`src/rtl/usb_pll_ctrl.sv`:
```
// usb_pll_ctrl: power-up and lock supervisor for the USB clock PLL.
// Drives PLL RESET/PLLPWD, qualifies LOCK, retries and recovers from lock loss.
module usb_pll_ctrl #(
   parameter int RST_CYCLES    = 24,
   parameter int LOCK_TIMEOUT  = 24000,
   parameter int STABLE_CYCLES = 240,
   parameter int MAX_RETRY     = 3
) (
   input  logic       clkin,
   input  logic       reset,
   input  logic       lock,
   input  logic       suspend_req,
   output logic       pll_reset,
   output logic       pll_pwd,
   output logic       usb_rst,
   output logic       pll_ready,
   output logic       suspend_ack,
   output logic       fail,
   output logic [2:0] retry_cnt,
   output logic [7:0] loss_cnt
);

   typedef enum logic [2:0] {
      RST_PLL,
      WAIT_LOCK,
      STABLE,
      RUN,
      SUSP,
      FAIL
   } state_t;

   localparam logic [15:0] RST_LAST  = 16'(RST_CYCLES - 1);
   localparam logic [15:0] LOCK_LAST = 16'(LOCK_TIMEOUT - 1);
   localparam logic [15:0] STAB_LAST = 16'(STABLE_CYCLES - 1);
   localparam logic [2:0]  RETRY_MAX = 3'(MAX_RETRY);

   state_t      state;
   state_t      nxt;
   logic [15:0] cnt;
   logic        lock_m;
   logic        lock_s;
   logic [2:0]  retry_n;
   logic [7:0]  loss_n;

   // Bring the asynchronous LOCK pin into the clkin domain.
   always_ff @(posedge clkin) begin
      if (reset) begin
         lock_m <= 1'b0;
         lock_s <= 1'b0;
      end else begin
         lock_m <= lock;
         lock_s <= lock_m;
      end
   end

   // Next-state and retry/loss bookkeeping for the acquisition sequence.
   always_comb begin
      nxt     = state;
      retry_n = retry_cnt;
      loss_n  = loss_cnt;
      unique case (state)
         RST_PLL: begin
            if (cnt == RST_LAST) nxt = WAIT_LOCK;
         end
         WAIT_LOCK: begin
            if (lock_s) begin
               nxt = STABLE;
            end else if (cnt == LOCK_LAST) begin
               if (retry_cnt == RETRY_MAX) begin
                  nxt = FAIL;
               end else begin
                  retry_n = retry_cnt + 3'd1;
                  nxt     = RST_PLL;
               end
            end
         end
         STABLE: begin
            if (!lock_s) nxt = WAIT_LOCK;
            else if (cnt == STAB_LAST) nxt = RUN;
         end
         RUN: begin
            if (!lock_s) begin
               nxt     = RST_PLL;
               retry_n = 3'd0;
               if (loss_cnt != 8'hFF) loss_n = loss_cnt + 8'd1;
            end else if (suspend_req) begin
               nxt = SUSP;
            end
         end
         SUSP: begin
            if (!suspend_req) begin
               nxt     = RST_PLL;
               retry_n = 3'd0;
            end
         end
         FAIL: begin
            nxt = FAIL;
         end
         default: begin
            nxt = RST_PLL;
         end
      endcase
   end

   // State, dwell counter and Moore outputs decoded from the next state.
   always_ff @(posedge clkin) begin
      if (reset) begin
         state       <= RST_PLL;
         cnt         <= 16'd0;
         pll_reset   <= 1'b1;
         pll_pwd     <= 1'b0;
         usb_rst     <= 1'b1;
         pll_ready   <= 1'b0;
         suspend_ack <= 1'b0;
         fail        <= 1'b0;
         retry_cnt   <= 3'd0;
         loss_cnt    <= 8'd0;
      end else begin
         state <= nxt;
         if (nxt != state) cnt <= 16'd0;
         else if (cnt != 16'hFFFF) cnt <= cnt + 16'd1;
         retry_cnt   <= retry_n;
         loss_cnt    <= loss_n;
         pll_reset   <= (nxt == RST_PLL) || (nxt == FAIL);
         pll_pwd     <= (nxt == SUSP);
         usb_rst     <= (nxt != RUN);
         pll_ready   <= (nxt == RUN);
         suspend_ack <= (nxt == SUSP);
         fail        <= (nxt == FAIL);
      end
   end

endmodule

```
`config.mk`:
```
export PLATFORM = sky130hd
export DESIGN_NAME = usb_pll_ctrl
export DESIGN_NICKNAME = d
export VERILOG_FILES = /design/src/rtl/usb_pll_ctrl.sv
export SDC_FILE = /design/constraint.sdc
export NUM_CORES = 1
export LEC_CHECK = 0
export BUFFER_PORTS_ARGS = -buffer_cell sky130_fd_sc_hd__buf_2
export CORE_AREA = 2 2 74 76
export CTS_CLUSTER_DIAMETER = 80
export DETAILED_ROUTE_END_ITERATION = 10
export DIE_AREA = 0 0 76 78
export GPL_ROUTABILITY_DRIVEN = 0
export GPL_TIMING_DRIVEN = 0
export MAX_ROUTING_LAYER = met4
export RECOVER_POWER = 25
export SYNTH_ARGS = -nofsm -noshare
export SYNTH_HDL_FRONTEND = slang
export SYNTH_SLANG_ARGS = --single-unit
```
`constraint.sdc`:
```
create_clock -name clkin -period 2.4 [get_ports clkin]
set_input_delay 0.48 -clock clkin [delete_from_list [all_inputs] [get_ports clkin]]
set_output_delay 0.48 -clock clkin [all_outputs]
set_load 0.01 [all_outputs]
```
==> results by group <==
Outcome
  • Status: finished clean

STA
  • Worst Skew: 0.004593 ns
  • Final period util: 86.11%
  • Peak Freq: 483.9 MHz
  • Slew Limit Fails: 0
  • Least-Margin Pin Slew: 0.6554 ns
  • WHS: 0.3965 ns
  • Worst setup margin: 0.3335 ns
  • Final Setup Violations: 0
  • Final setup TNS: 0 ns
  • Min Tclk post-route: 2.067 ns
  • Worst slew margin: 55.90%
  • RSZ-0062 raised after global routing: no
  • Final hold viol count: 0

Worst setup path
  • WP buf/inv: 2
  • CP Class: reg -> reg
  • CP max stage delay: 0.42 ns
  • Worst R2R Setup Slack: 0.33 ns
  • Slowest cell on crit path: dfxtp_1
  • Worst Setup End Kind: flop
  • Crit Reg-Reg Startpoint: cnt[0]
  • CP max FO: 10
  • Worst setup SP type: flop
  • Cell family with most CP delay: compound AO/OA/AOI/OAI gates
  • CP arrival: 2.24 ns
  • Crit-path cells: ha_1 -> and3_1 -> buf_2 -> nand4_1 -> o21a_1 -> o22ai_2 -> buf_2 -> a2111oi_0
  • Register-to-Register Path Depth: 8
  • Critical Path RT: 2.57 ns
  • Critical R2R Capture: cnt[10]
  • Most numerous cell on the critical path: buf_2

Detailed routing
  • Drt wl/cell: 12.79 um
  • Final WL: 4.144 mm
  • Via count: 1708
  • DRC: 0
  • Initial DRC count: 74
  • Vias/cell: 5.272
  • ANT nets after route: 0
  • DR pass1 iterations: 4

Clocking
  • Sink Count: 37
  • Worst-case clock buffer depth: 2
  • Clk slew on worst S/H paths: 0.08 ns
  • Setup Fix Bufs, Post-CTS: 0
  • Post-CTS Hold Buffers: 0
  • TritonCTS clock tree: built
  • Clk_lat worst skew: 0.29 ns
  • Resized Gates After CTS: 0
  • TritonCTS Buffers: 5
  • H-tree Lvls: 2
  • CTS root buf: clkbuf_8

Yosys
  • Synth top area share: 37.71%
  • Post-Syn Nets: 234
  • Synth cell types: 55
  • Async set-or-reset flop fraction in the synthesized netlist: 0%
  • Post-Syn Area per Cell: 8.692 um^2
  • Yosys Warn Count: 0
  • Synth Flop Type: dfxtp_1
  • Post-synth EDFFs: 0
  • Synth Instances: 226
  • Post-synthesis register bit count: 37
  • Part of the Yosys area used for sequential elements: 37.71%
  • Top cell type by total area after synthesis: dfxtp_1
  • Syn Std Cell Area: 1964 um^2
  • Synth top area cells: dfxtp_1 (38%), nor2_1 (4.0%), nor3_1 (3.6%), xnor2_1 (3.6%), mux2i_1 (3.1%)

Layout
  • Share of layout cells above drive strength 1: 13.78%
  • Area of the multi-input gates: 1150 um^2
  • Final core occ: 44.67%
  • Final net count: 261
  • Area growth, synth to finish: 14.65%
  • Post-route cell area: 2252 um^2
  • # diodes: 0
  • Reg area: 740.7 um^2
  • Fill cell count: 502

Floorplan
  • DIE HEIGHT: 78 um
  • Core Box Area: 5042 um^2
  • Io pins: 21
  • Floorplan row count: 26
  • Width of the die: 76 um
  • Die ar.: 5928 um^2
  • Initial core utilization: 38.96%

Place
  • Hpwl dp: 3.090 mm
  • Placed cell areas: 2152 um^2
  • Buffers on Ports: 20
  • Pre-CTS WS: 0.3515 ns

Hold path
  • Min-Delay Endpoint: lock_m
  • Min-delay src: lock
  • Hold path cells: 2
  • Hold Path Class: in -> reg

Global routing
  • Number of antenna violations at the first check in global routing: 0
  • Overflow after GRT: 0
  • First-pass GRT wire length: 7.389 mm
  • Total track usage: 15.74%
  • Vias in the first global route: 1628
  • Largest net degree at the start of global routing: 14

Power
  • VDD IR max: 304.8 uV
  • Pwr Density: 539.5 nW/um^2
  • Leak pwr: 0.7953 nW

Run
  • Max-cap violations: 0
[how the worst max path moves through the flow]
stage / endpoint / depth (start not counted) / from
floorplan: cnt[10] / 8 / cnt[0]
global placement: cnt[10] / 7 / cnt[0]
detailed placement: cnt[10] / 8 / cnt[0]
CTS: cnt[10] / 8 / cnt[0]
global route: cnt[1] / 7 / cnt[0]
finish: cnt[10] / 8 / cnt[0]
[flip-flops by register name (all words and copies together), names as in the netlist]
signal / flops
suspend_ack: 1
loss_cnt: 8
pll_ready: 1
pll_reset: 1
lock_s: 1
state: 3
retry_cnt: 3
cnt: 16
lock_m: 1
fail: 1
usb_rst: 1
[through the flow]
step           power (mW)  instances
5_1_grt             1.258        324
2_1_floorplan      0.6660        226
3_3_place_gp       0.6775        316
3_5_place_dp       0.6783        316
4_1_cts             1.227        324
6_report            1.215        324
[layout by cell type (no fill, tap or decap), types with 6 or more instances in the layout]
cell type,instances
dfxtp_1,37
nor2_1,21
nand2_1,16
clkbuf_1,14
nor3_1,14
buf_2,13
a21oi_1,11
nand3_1,10
xnor2_1,8
nand4_1,7
inv_1,6
nor4_1,6
and3_1,6
nand2b_1,6
or3_1,6
mux2i_1,6
[synth_stat cells, drive strengths merged, types with 2 or more instances]
library cell	n
dfxtp	37
nor2	21
nor3	15
nor2b	5
or3	6
xnor2	8
a2111oi	3
o31a	2
a31oi	2
nor4	7
and2	3
a21oi	11
and3	6
buf	7
ha	4
nand4	7
nor4b	3
o311ai	2
o21ai	4
xor2	3
or2	2
o22ai	2
nand2	16
inv	6
mux2i	6
nand3	12
clkbuf	2
nand2b	7
o211ai	3
[routing by layer]
layer / vias to the layer above / GRT usage (%) / routed length (um)
met5: - / - / 0
met4: 0 / 5.455 / 61
met1: 793 / 18.98 / 2022
met2: 22 / 25.89 / 1936
li1: 887 / - / -
met3: 6 / 3.837 / 124
[final cells by class]
cell class / instances / area share [%]
Buffer: 9 / 2.222
Clock buffer: 5 / 3.056
Inverter: 6 / 1.000
Tap cell: 70 / 3.889
Sequential cell: 37 / 32.89
Clock inverter: 3 / 2.056
Multi-Input combinational cell: 174 / 51.06
Timing Repair Buffer: 20 / 3.833
[kinds of logic after synthesis]
logic type / count (synthesis) / synth area share [%]
compound gates: 37 / 13.89
xor+xnor: 11 / 4.905
fa+ha+maj: 4 / 2.548
buf+inv: 15 / 3.758
flops: 37 / 37.71
mux: 7 / 3.631
simple gates: 115 / 33.57
[report_power, final]
part	leakage, nW	internal, mW	switching [mW]	total, mW
sequential	0.299	0.619	0.00817	0.627
clock	0.0543	0.311	0.241	0.552
combinational	0.442	0.0149	0.0210	0.0359
total	0.795	0.945	0.270	1.22
Power figures use the tool's default switching activity.
